==> src/rtl/cpu_core_p.sv <==
// cpu_core_p: parametrised single-issue CPU core.
// Fetches 32-bit instructions combinationally from a flat code bus.
// Features a registered valid/ready output port with back-pressure stall,
// a restoring multi-cycle divider with sticky divide-by-zero flag, and HALT.
module cpu_core_p #(
  parameter int REG_W = 8,
  parameter int NREGS = 8,
  parameter int PC_W  = 3
) (
  input  logic                      clk,
  input  logic                      reset,
  input  logic [(32<<PC_W)-1:0]     code,
  output logic [REG_W-1:0]          out_data,
  output logic                      out_valid,
  input  logic                      out_ready,
  output logic                      halted,
  output logic                      div0
);

  localparam int RA_W  = $clog2(NREGS);
  localparam int CNT_W = $clog2(REG_W);

  localparam logic [1:0] ST_RUN  = 2'd0;
  localparam logic [1:0] ST_DIV  = 2'd1;
  localparam logic [1:0] ST_HALT = 2'd2;

  localparam logic [1:0] CMP_LT = 2'd0;
  localparam logic [1:0] CMP_EQ = 2'd1;
  localparam logic [1:0] CMP_GT = 2'd2;

  localparam logic [4:0] OP_IMM  = 5'd1;
  localparam logic [4:0] OP_OUT  = 5'd2;
  localparam logic [4:0] OP_JMP  = 5'd3;
  localparam logic [4:0] OP_IJMP = 5'd4;
  localparam logic [4:0] OP_JLT  = 5'd5;
  localparam logic [4:0] OP_JEQ  = 5'd6;
  localparam logic [4:0] OP_JGT  = 5'd7;
  localparam logic [4:0] OP_INC  = 5'd8;
  localparam logic [4:0] OP_DEC  = 5'd9;
  localparam logic [4:0] OP_ADD  = 5'd10;
  localparam logic [4:0] OP_SUB  = 5'd11;
  localparam logic [4:0] OP_MUL  = 5'd12;
  localparam logic [4:0] OP_DIV  = 5'd13;
  localparam logic [4:0] OP_AND  = 5'd14;
  localparam logic [4:0] OP_OR   = 5'd15;
  localparam logic [4:0] OP_XOR  = 5'd16;
  localparam logic [4:0] OP_CMP  = 5'd17;
  localparam logic [4:0] OP_HALT = 5'd18;

  // Architectural state
  logic [PC_W-1:0]  r_pc;
  logic [REG_W-1:0] r_regs [NREGS];
  logic [1:0]       r_cmp;
  logic [1:0]       r_state;
  logic [REG_W-1:0] r_out_data;
  logic             r_out_valid;
  logic             r_halted;
  logic             r_div0;

  // Divider working state
  logic [REG_W-1:0] r_dq;
  logic [REG_W-1:0] r_dvs;
  logic [REG_W-1:0] r_rem;
  logic [CNT_W-1:0] r_cnt;
  logic [RA_W-1:0]  r_dst;

  // Decode
  logic [31:0]           w_instr;
  logic [4:0]            w_op;
  logic [RA_W-1:0]       w_ra_idx;
  logic [RA_W-1:0]       w_rb_idx;
  logic [REG_W-1:0]      w_ra;
  logic [REG_W-1:0]      w_rb;
  logic [REG_W+15:0]     w_imm_ext;
  logic [REG_W-1:0]      w_imm;
  logic [PC_W-1:0]       w_imm_pc;
  logic [REG_W+PC_W-1:0] w_ra_ext;
  logic [PC_W-1:0]       w_ra_pc;
  logic [PC_W-1:0]       w_pc_inc;
  logic [1:0]            w_cmp_res;
  logic                  w_stall;

  assign w_instr   = code[{r_pc, 5'b00000} +: 32];
  assign w_op      = w_instr[31:27];
  assign w_ra_idx  = w_instr[23 +: RA_W];
  assign w_rb_idx  = w_instr[19 +: RA_W];
  assign w_ra      = r_regs[w_ra_idx];
  assign w_rb      = r_regs[w_rb_idx];
  assign w_imm_ext = {{REG_W{1'b0}}, w_instr[15:0]};
  assign w_imm     = w_imm_ext[REG_W-1:0];
  assign w_imm_pc  = w_instr[PC_W-1:0];
  assign w_ra_ext  = {{PC_W{1'b0}}, w_ra};
  assign w_ra_pc   = w_ra_ext[PC_W-1:0];
  assign w_pc_inc  = r_pc + 1'b1;
  assign w_cmp_res = (w_ra < w_rb) ? CMP_LT : ((w_ra == w_rb) ? CMP_EQ : CMP_GT);
  assign w_stall   = r_out_valid && !out_ready;

  // Divider datapath: one restoring shift-subtract step
  logic [REG_W:0]   w_rem_sh;
  logic [REG_W:0]   w_sub;
  logic             w_qbit;
  logic [REG_W-1:0] w_rem_nxt;
  logic [REG_W-1:0] w_dq_nxt;
  logic             w_div_last;

  assign w_rem_sh   = {r_rem, r_dq[REG_W-1]};
  assign w_sub      = w_rem_sh - {1'b0, r_dvs};
  assign w_qbit     = !w_sub[REG_W];
  assign w_rem_nxt  = w_qbit ? w_sub[REG_W-1:0] : w_rem_sh[REG_W-1:0];
  assign w_dq_nxt   = {r_dq[REG_W-2:0], w_qbit};
  assign w_div_last = (r_cnt == CNT_W'(REG_W - 1));

  logic w_unused;
  assign w_unused = ^{w_instr, w_imm_ext, w_ra_ext, w_rem_sh};

  // Next-state control
  logic [PC_W-1:0]  w_pc_nxt;
  logic [1:0]       w_state_nxt;
  logic [1:0]       w_cmp_nxt;
  logic             w_we;
  logic [RA_W-1:0]  w_wsel;
  logic [REG_W-1:0] w_wd;
  logic             w_out_load;
  logic             w_div_start;
  logic             w_div0_set;
  logic             w_halt_set;

  // Instruction execution and state transitions
  always_comb begin
    w_pc_nxt    = r_pc;
    w_state_nxt = r_state;
    w_cmp_nxt   = r_cmp;
    w_we        = 1'b0;
    w_wsel      = w_ra_idx;
    w_wd        = '0;
    w_out_load  = 1'b0;
    w_div_start = 1'b0;
    w_div0_set  = 1'b0;
    w_halt_set  = 1'b0;
    case (r_state)
      ST_RUN: begin
        w_pc_nxt = w_pc_inc;
        case (w_op)
          OP_IMM: begin w_we = 1'b1; w_wd = w_imm; end
          OP_OUT: begin
            if (w_stall) w_pc_nxt = r_pc;
            else         w_out_load = 1'b1;
          end
          OP_JMP:  w_pc_nxt = w_imm_pc;
          OP_IJMP: w_pc_nxt = w_ra_pc;
          OP_JLT:  if (r_cmp == CMP_LT) w_pc_nxt = w_imm_pc;
          OP_JEQ:  if (r_cmp == CMP_EQ) w_pc_nxt = w_imm_pc;
          OP_JGT:  if (r_cmp == CMP_GT) w_pc_nxt = w_imm_pc;
          OP_INC:  begin w_we = 1'b1; w_wd = w_ra + 1'b1; end
          OP_DEC:  begin w_we = 1'b1; w_wd = w_ra - 1'b1; end
          OP_ADD:  begin w_we = 1'b1; w_wd = w_ra + w_rb; end
          OP_SUB:  begin w_we = 1'b1; w_wd = w_ra - w_rb; w_cmp_nxt = w_cmp_res; end
          OP_MUL:  begin w_we = 1'b1; w_wd = w_ra * w_rb; end
          OP_AND:  begin w_we = 1'b1; w_wd = w_ra & w_rb; end
          OP_OR:   begin w_we = 1'b1; w_wd = w_ra | w_rb; end
          OP_XOR:  begin w_we = 1'b1; w_wd = w_ra ^ w_rb; end
          OP_CMP:  w_cmp_nxt = w_cmp_res;
          OP_DIV: begin
            if (w_rb == '0) begin
              w_we       = 1'b1;
              w_wd       = '1;
              w_div0_set = 1'b1;
            end else begin
              w_div_start = 1'b1;
              w_pc_nxt    = r_pc;
              w_state_nxt = ST_DIV;
            end
          end
          OP_HALT: begin
            w_halt_set  = 1'b1;
            w_pc_nxt    = r_pc;
            w_state_nxt = ST_HALT;
          end
          default: ;
        endcase
      end
      ST_DIV: begin
        if (w_div_last) begin
          w_we        = 1'b1;
          w_wsel      = r_dst;
          w_wd        = w_dq_nxt;
          w_pc_nxt    = w_pc_inc;
          w_state_nxt = ST_RUN;
        end
      end
      default: ;
    endcase
  end

  // State registers, register file, output port and divider
  always_ff @(posedge clk) begin
    if (reset) begin
      r_pc        <= '0;
      for (int unsigned i = 0; i < NREGS; i++) r_regs[i] <= '0;
      r_cmp       <= CMP_EQ;
      r_state     <= ST_RUN;
      r_out_data  <= '0;
      r_out_valid <= 1'b0;
      r_halted    <= 1'b0;
      r_div0      <= 1'b0;
      r_dq        <= '0;
      r_dvs       <= '0;
      r_rem       <= '0;
      r_cnt       <= '0;
      r_dst       <= '0;
    end else begin
      r_pc    <= w_pc_nxt;
      r_state <= w_state_nxt;
      r_cmp   <= w_cmp_nxt;
      if (w_we) r_regs[w_wsel] <= w_wd;
      // A new OUT overrides the consume-clear so accept-and-reload keeps valid high
      if (w_out_load) begin
        r_out_data  <= w_ra;
        r_out_valid <= 1'b1;
      end else if (r_out_valid && out_ready) begin
        r_out_valid <= 1'b0;
      end
      if (w_halt_set) r_halted <= 1'b1;
      if (w_div0_set) r_div0   <= 1'b1;
      if (w_div_start) begin
        r_dq  <= w_ra;
        r_dvs <= w_rb;
        r_rem <= '0;
        r_cnt <= '0;
        r_dst <= w_ra_idx;
      end else if (r_state == ST_DIV) begin
        r_dq  <= w_dq_nxt;
        r_rem <= w_rem_nxt;
        r_cnt <= r_cnt + 1'b1;
      end
    end
  end

  assign out_data  = r_out_data;
  assign out_valid = r_out_valid;
  assign halted    = r_halted;
  assign div0      = r_div0;

endmodule

==> config.mk <==
export PLATFORM = sky130hd
export DESIGN_NAME = cpu_core_p
export DESIGN_NICKNAME = d
export VERILOG_FILES = /design/src/rtl/cpu_core_p.sv
export SDC_FILE = /design/constraint.sdc
export NUM_CORES = 1
export LEC_CHECK = 0
export BUFFER_PORTS_ARGS = -buffer_cell sky130_fd_sc_hd__buf_2
export CORE_UTILIZATION = 35
export CTS_CLUSTER_SIZE = 40
export DETAILED_ROUTE_END_ITERATION = 8
export HOLD_SLACK_MARGIN = 0.1
export PLACE_DENSITY_LB_ADDON = 0.12
export SETUP_SLACK_MARGIN = 0.05
export SLEW_MARGIN = 20
export SYNTH_ARGS = -nofsm -noshare
export SYNTH_HDL_FRONTEND = slang
export SYNTH_SLANG_ARGS = --single-unit
==> constraint.sdc <==
create_clock -name clk -period 6.7 [get_ports clk]
set_input_delay 0.67 -clock clk [delete_from_list [all_inputs] [get_ports clk]]
set_output_delay 0.67 -clock clk [all_outputs]
set_load 0.02 [all_outputs]
# Word level (Yosys, flattened, before mapping)
# Memory sizes are Yosys's and may differ from the RTL's.
# Index checks and enable logic that the tools add are counted.
# word_totals
ff_bits,48
mem_bits_rw,64
in_bits,259
out_inout_bits,11
n_memories,1
# mem_list
name,depth,word_bits,rd,rd_ports_with_merged_regs,wr,line,source
r_regs,8,8,2,0,8,52,logic [REG_W-1:0] r_regs [NREGS];
# op_classes
add_sub_neg,7
mul,1
magnitude_cmp,1
eq_ne,29
shifts,1
muxes,47
bitwise_logic,3
reduce_logical,17
# ops
op,n
indexed part select 256 x 9 -> 32 bit,1
case mux 8 bit (10 select lines),1
2-to-1 mux 8 bit,6
equality test 5 x 4 -> 1 bit (second input constant),8
2-to-1 mux 3 bit,9
case mux 3 bit (8 select lines),1
equality test 5 x 3 -> 1 bit (second input constant),4
2-to-1 mux 1 bit,20
case mux 8 bit (2 select lines),1
equality test 5 bit (second input constant),3
equality test 5 x 2 -> 1 bit (second input constant),2
inequality test 3 bit (second input constant),3
OR reduction 9 bit,1
subtractor 9 x 8 -> 9 bit,1
adder 8 x 1 -> 8 bit (second input constant),1
adder 8 bit,1
AND 8 bit,1
equality test 8 bit,1
logical NOT 8 bit,1
< comparator 8 bit,1
multiplier 8 x 8 -> 8 bit,1
2-to-1 mux 2 bit,4
OR 8 bit,1
case mux 2 bit (2 select lines),2
other kinds (21),31

# Depth between registers and ports, before layout
# Gate-level depths: netlist of the first run.
# An unclocked memory read counts as a cell.
# depth
word_depth,11
ltp_mapped,27
depth_no_buf,22

# Least setup slack after synthesis of the first run
# Ideal clock, no wire load.
# synth_path
kind,input -> register
start,in code[248]
end,"mem r_regs[2][7], data pin"
setup_ns,0.142
arrival_time_ns,6.399
t_required_ns,6.558
path_slack_ns,0.159
stages,25
n_path_buf,5
cell_sequence,mux4_2 > mux2i_1 > buf_4 > buf_4 > buf_4 > mux2i_1 > a22oi_1 > nand2_1 > clkbuf_1 > nor2_1 > fa_1 > fa_1 > ha_1 > inv_1 > fa_1 > inv_1 > ha_1 > a21o_1 > a21oi_1 > xnor2_1 > xnor2_1 > xnor3_1 > o2bb2a_2 > buf_6 > a21oi_2
# synth_lines
item,line,source
from (decl),12,"input logic [(32<<PC_W)-1:0] code,"
to (decl),52,

==> results of run 1 <==
## per-stage QoR
step           hold WS, ns  util, %  setup WS (ns)  instance area (sq um)
6_report            0.4698    41.84         0.3858                  11340
3_3_place_gp        0.4476    40.68        0.02156                  11020
5_1_grt             0.4934    41.84        0.06742                  11340
2_1_floorplan       0.4400        -         0.1588                   9701
4_1_cts             0.4689    41.79         0.2373                  11320
3_5_place_dp        0.4569    40.68      0.0004685                  11020
## registers in the layout, indices dropped and copies added, names as in the netlist
register,count
r_cnt,3
r_state,2
r_rem,8
r_dq,8
r_dst,3
out_valid,1
r_cmp,2
div0,1
halted,1
r_regs,64
r_dvs,8
r_pc,3
out_data,8
## cell usage after synthesis, types with 9 or more instances
master	number
a211oi_1	15
a21oi_1	48
a21oi_2	9
a221oi_1	10
a22oi_1	31
buf_2	10
clkbuf_1	32
dfxtp_1	48
edfxtp_1	64
fa_1	15
ha_1	58
inv_1	66
mux2i_1	88
mux4_2	39
nand2_1	65
nand2b_1	18
nand3_1	15
nand3b_1	9
nor2_1	169
o21ai_0	25
xnor2_1	19
## report_power, final
part | switching (W) | internal, W | total, W | leakage (nW)
sequential | 0.0000754 | 0.000809 | 0.000885 | 1.05
clock | 0.000276 | 0.000290 | 0.000566 | 0.149
combinational | 0.00344 | 0.00256 | 0.00599 | 3.63
total | 0.00379 | 0.00366 | 0.00744 | 4.83
## area by class of cell
type,instances,area share [%]
clock buffers,12,2.361
multi-input cells,775,55.09
inverters,68,2.251
well taps,372,4.105
clock inverters,4,0.2869
repair buffers,204,10.45
flip-flops and latches,112,25.46
## tightest hold or removal path, stage by stage (launching register included)
cell and delay [ns]:
dfxtp_1 0.32, nand2_1 0.05, a21oi_1 0.05
## final timing paths
| check | startpoint | endpoint | slack [ns] | depth (start not counted) |
|---|---|---|---|---|
| worst max-delay path | r_pc[0]$_SDFFE_PP0P_ | r_regs[7][7]$_SDFFCE_PN0P_ | 0.39 | 26 |
| worst max register to register | r_pc[0]$_SDFFE_PP0P_ | r_regs[7][7]$_SDFFCE_PN0P_ | 0.39 | 26 |
| worst min register to register | r_cnt[2]$_SDFFE_PP0P_ | r_cnt[2]$_SDFFE_PP0P_ | 0.47 | 2 |
| worst min-delay path | r_cnt[2]$_SDFFE_PP0P_ | r_cnt[2]$_SDFFE_PP0P_ | 0.47 | 2 |
## cells in the final DEF, fill, tap and decap left out, types with 9 or more instances in the layout
master     Yosys  routed
buf_4          6      33
ha_1          58      58
xnor2_1       19      19
a21oi_1       48      48
nand3_1       15      15
mux2i_1       88      87
nor2_1       169     169
dfxtp_1       48      45
buf_2         10     165
nand2b_1      18      18
nand2_1       65      65
nand3b_1       9       9
a221oi_1      10      10
a21oi_2        9       9
a22oi_1       31      31
a211oi_1      15      15
fa_1          15      15
mux4_2        39      39
edfxtp_1      64      64
inv_1         66      66
clkbuf_16      0      10
o21ai_0       25      25
## per-layer routing
metal / vias to the layer above / GRT usage [%]
met5: - / 0
met4: 0 / 4.111
met3: 17 / 2.923
met2: 226 / 36.28
met1: 3995 / 29.60
li1: 3964 / -
## cells by family (layout without fill, tap and decap cells)
kind of cell,after synthesis,in the layout
adder cells (fa/ha/maj),73,73
flip-flops,112,112
buffers and inverters,129,288
XOR/XNOR,25,25
AO/OA/AOI/OAI,203,203
multiplexers,135,135
AND/OR/NAND/NOR,339,339
==> metrics.yaml, run 1 <==
path_delay_family: "adder cells"
yosysWarnings: 0
die-area_sq_um: 28390
drive_above_1_share_pct: 26.89
p_leak_nw: 4.832
highest-signal-layer: "met4"
start_util_pct: 35.79
chipHeight_um: 168.5
grt.total_usage_pct: 21.54
skew_ns: 0.01388
wl_met2_um: 14120
drv_cap: 0
dr_wl_met3_um: 1489
clkTransAtPathRegs_ns: 0.08
synth_fp_nets: 1348
h-tree-depth: 3
setup_tns_ns: 0
grt_pass1_vias: 8103
io_buffers: 165
endpoint_kind: "register"
crit_path_start_kind: "register"
dp_cells: 1531
rsz0062_at_grt: "false"
pin_count: 270
crit_arrival_ns: 6.39
multi_input_area_sq_um: 6247
fin_crit_ns: 6.314
synthFlopType: "edfxtp_1"
wl_um: 30160
synthMuxAreaShare_pct: 19.40
fin_nets: 1502
diodes: 0
grt_overflow: 0
synth.area.top_cells: "edfxtp_1 (20%), dfxtp_1 (9.9%), mux2i_1 (9.1%)"
worstPathMaxFanout: 12
clk_latency_ns: 0.36
viasPerCell: 5.302
hold_viol: 0
clock_path_buffers: 2
firstDrtPassIters: 4
final_cells: 1547
netlist.area_leader.share_pct: 19.81
post-cts-setup-buffer-count: 0
holdBufCountCts: 0
ys_ff_latch: 112
path_class: "reg -> reg"
core-area_sq_um: 27100
cts_resized: 0
vias: 8202
wl_met1_um: 14250
synthesis.area_sq_um: 9701
powerDensity_nw_per_um2: 656.5
cts_tree: "yes"
synth-simple-area-share_pct: 16.41
cts-root-buf: "clkbuf_16"
p_total_w: 0.007445
crit_required_ns: 6.77
setup_viol: 0
status: "finished, final reports clean"
crit_slowest_cell: "mux4_2"
synth_compound_area_share_pct: 15.04
cts_sinks: 112
cp_common_cell: "ha_1"
ff_latch_area_sq_um: 2887
synth_top_area_cell: "edfxtp_1"
synth_edf_count: 64
slew_headroom_pct: 31.23
ir_drop_uv: 695.2
synth_top_family_by_area: "multiplexers"
gp_congestion: 0.8777
detail_route.iter0.violations: 508
grt_pass1_wl_um: 46730
hpwl_um: 23430
path_buf_inv: 8
area_growth_pct: 16.90
synthAdderAreaFrac_pct: 10.58
max_stage_delay_ns: 0.56
hold_path_class: "reg -> reg"
finalMaxSlewViolations: 0
synth_cell_types: 80
wl_per_cell_um: 19.49
tightest_slew_ns: 1.024
rows: 60
async_flop_share_pct: 0
synthXorXnorAreaFrac_pct: 2.683
postRouteAntennaNets: 0
antenna_found_initial: 0
drcViolationCount: 0
period_share_pct: 94.24
die_w_um: 168.5
n_fill_cell: 2684
syn_inst: 1016
syn_avg_cell_area_sq_um: 9.548
max_freq_mhz: 158.4
seq_area_frac_synth_pct: 29.72
grt_max_degree: 49
cts_inserted_buffers: 9
Power figures use the tool's default switching activity.
==> run 2, diff against run 1 <==
CORE_MARGIN = 5   (was not set)
CORE_UTILIZATION = 49   (was 35)
==> run 2 against run 1 <==
  * Critical path depth down 4
  * Worst setup slack lost 0.046 ns
  * Die area decreased by 20%
  * Clock power decreased by 0.7%
  * Count of clock-buffer cells in the layout fell by 2
  * Fmax decreased by 0.72%
  * Clock skew increased by 0.0013 ns
  * Hold slack worse by 0.0021 ns
  * Global-route usage is 3.9 points higher
  * Highest routed layer unchanged
==> metrics.yaml, run 2 (same netlist as run 1, synthesis figures left out) <==
cp_common_cell: "fa_1"
worstPathMaxFanout: 15  # +3
die-area_sq_um: 22710  # -20%
multi_input_area_sq_um: 6237  # -0.16%
r2r-start: "r_pc[2]$_SDFFE_PP0P_"
core-area_sq_um: 19460  # -28%
crit_arrival_ns: 6.57  # +0.18 ns
hold_ws_ns: 0.4678  # -0.002085 ns
endpoint: "r_regs[0][7]$_SDFFCE_PN0P_"
antenna_found_initial: 2  # +2
final_cell_mix: "nor2_1 (169), buf_2 (165), mux2i_1 (87)"
p_leak_nw: 4.861  # +0.60%
clkTransAtPathRegs_ns: 0.09  # about the same
crit_chain: "buf_4 -> mux4_2 -> mux2i_4 -> buf_12 -> buf_4 -> mux2i_1 -> a22oi_1 -> nand2_1 -> nor2_1 -> fa_1 -> inv_1 -> fa_1 -> fa_1 -> fa_1 -> inv_1 -> ha_1 -> a21oi_1 -> xnor2_1 -> xnor2_1 -> xnor3_1 -> o2bb2a_2 -> a21oi_2"
grt_pass1_vias: 8098  # -0.062%
max_freq_mhz: 157.2  # -0.72%
drcViolationCount: 0  # unchanged
setup.worst_path.start: "r_pc[2]$_SDFFE_PP0P_"
cts-root-buf: "clkbuf_16"
clock_path_buffers: 2  # unchanged
start_util_pct: 49.84  # +14 points
vias: 8413  # +2.6%
cts_sinks: 112  # unchanged
area_growth_pct: 15.86
grt_pass1_wl_um: 44420  # -4.9%
detail_route.iter0.violations: 711  # +40%
crit_required_ns: 6.91  # +0.14 ns
endpoint_kind: "register"
rsz0062_at_grt: "false"
final_common_cell: "nor2_1"
powerDensity_nw_per_um2: 671.2  # +2.2%
status: "finished, final reports clean"
setup_viol: 0  # unchanged
drive_above_1_share_pct: 27.39  # +0.49 points
wl_um: 28810  # -4.5%
tightest_slew_ns: 0.9976  # -0.02598 ns
wl_per_cell_um: 19.90  # +2.1%
hp-start: "r_cnt[2]$_SDFFE_PP0P_"
chipHeight_um: 150.7  # -11%
firstDrtPassIters: 5  # +1
fin_nets: 1510  # +0.53%
h-tree-depth: 3  # unchanged
die_w_um: 150.7  # -11%
crit_path_start_kind: "register"
hold_path_class: "reg -> reg"
cts_inserted_buffers: 9  # unchanged
rr_worst_depth: 22  # -15%
dpl_cell_area_sq_um: 10890  # -1.2%
fin_crit_ns: 6.360  # +0.04576 ns
path_class: "reg -> reg"
diodes: 0  # unchanged
ff_latch_area_sq_um: 2889  # about the same
pin_count: 270  # unchanged
drv_cap: 0  # unchanged
gp_congestion: 0.9266  # +5.6%
clk_latency_ns: 0.36  # about the same
hpwl_um: 22330  # -4.7%
crit_slowest_cell: "fa_1"
period_share_pct: 94.92  # +0.68 points
max_stage_delay_ns: 0.51  # -0.05 ns
top_register: "r_regs"
viasPerCell: 5.810  # +9.6%
largest_reg_flops: 64  # unchanged
hold_viol: 0  # unchanged
slew_headroom_pct: 33.49  # +2.3 points
r2r_slack_ns: 0.34  # -0.05 ns
setup_tns_ns: 0  # unchanged
grt.total_usage_pct: 25.44  # +3.9 points
r2r_end: "r_regs[0][7]$_SDFFCE_PN0P_"
postRouteAntennaNets: 0  # unchanged
ir_drop_uv: 452.3  # -35%
n_fill_cell: 1744  # -35%
io_buffers: 165  # unchanged
skew_ns: 0.01518  # +0.001299 ns
rows: 51  # -15%
grt_overflow: 0  # unchanged
finalMaxSlewViolations: 0  # unchanged
cts_tree: "yes"
final_area_sq_um: 11240  # -0.88%
grt_max_degree: 49  # unchanged
==> run 2: layout make-up <==
| type | count | area share, % |
|---|---|---|
| clock buffer | 10 | 2.226 |
| clock inverter | 6 | 0.5343 |
| inverter | 68 | 2.271 |
| multi-input combinational | 775 | 55.49 |
| sequential | 112 | 25.70 |
| tap | 265 | 2.950 |
| timing repair buffer | 212 | 10.82 |
==> run 2: what timing repair did <==
item,in CTS,in global routing
hold buffers,0,0
gates resized for setup,0,2
setup endpoints to repair,0,16
buffers inserted,0,3
==> run 2: worst max-delay path: cells and delay by family (launching register included) <==
family	cells	cell delay, ns
and+or+nand+nor	2	0.33
DFF	1	0.45
AOI/OAI and AO/OA	4	0.87
buffers and inverters	5	0.79
xor gates and xnor gates	3	0.84
adders and majority gates	5	2.09
muxes	3	0.80
==> run 2: per-layer routing <==
| metal | GRT usage, % | share of wire, % | vias to the layer above | wire [um] |
|---|---|---|---|---|
| met1 | 37.26 | 45 | 4045 | 13050 |
| met5 | 0 | 0 | - | 0 |
| met2 | 39.31 | 44 | 352 | 12730 |
| met3 | 4.816 | 8.8 | 32 | 2549 |
| li1 | - | - | 3984 | - |
| met4 | 5.530 | 1.6 | 0 | 471 |
==> run 2: power by group <==
| group | internal (W) | total [W] | switching [W] |
|---|---|---|---|
| logic | 0.00263 | 0.00609 | 0.00347 |
| registers | 0.000810 | 0.000889 | 0.0000784 |
| clock network | 0.000286 | 0.000562 | 0.000276 |
| total | 0.00372 | 0.00754 | 0.00382 |
==> run 2: worst min path at each step <==
| stage | to | slack, ns | cells past startpoint |
|---|---|---|---|
| floorplan | r_cnt[1]$_SDFFE_PP0P_ | 0.44 | 2 |
| global route | r_cnt[2]$_SDFFE_PP0P_ | 0.48 | 2 |
| CTS | r_cnt[2]$_SDFFE_PP0P_ | 0.47 | 2 |
| global placement | r_cnt[2]$_SDFFE_PP0P_ | 0.45 | 2 |
| finish | r_cnt[2]$_SDFFE_PP0P_ | 0.47 | 2 |
| detailed placement | r_cnt[2]$_SDFFE_PP0P_ | 0.46 | 2 |
==> run 2: stage by stage <==
stage               std cells  utilization, %  power, W  worst slack [ns]
detailed placement       1429           55.96  0.006890           0.04192
global placement         1429           55.96  0.006816            0.1066
floorplan                1016               -  0.005236            0.1588
finish                   1448           57.75  0.007544            0.3400
CTS                      1445           57.55  0.007481            0.1970
global route             1448           57.75  0.008192           0.06076
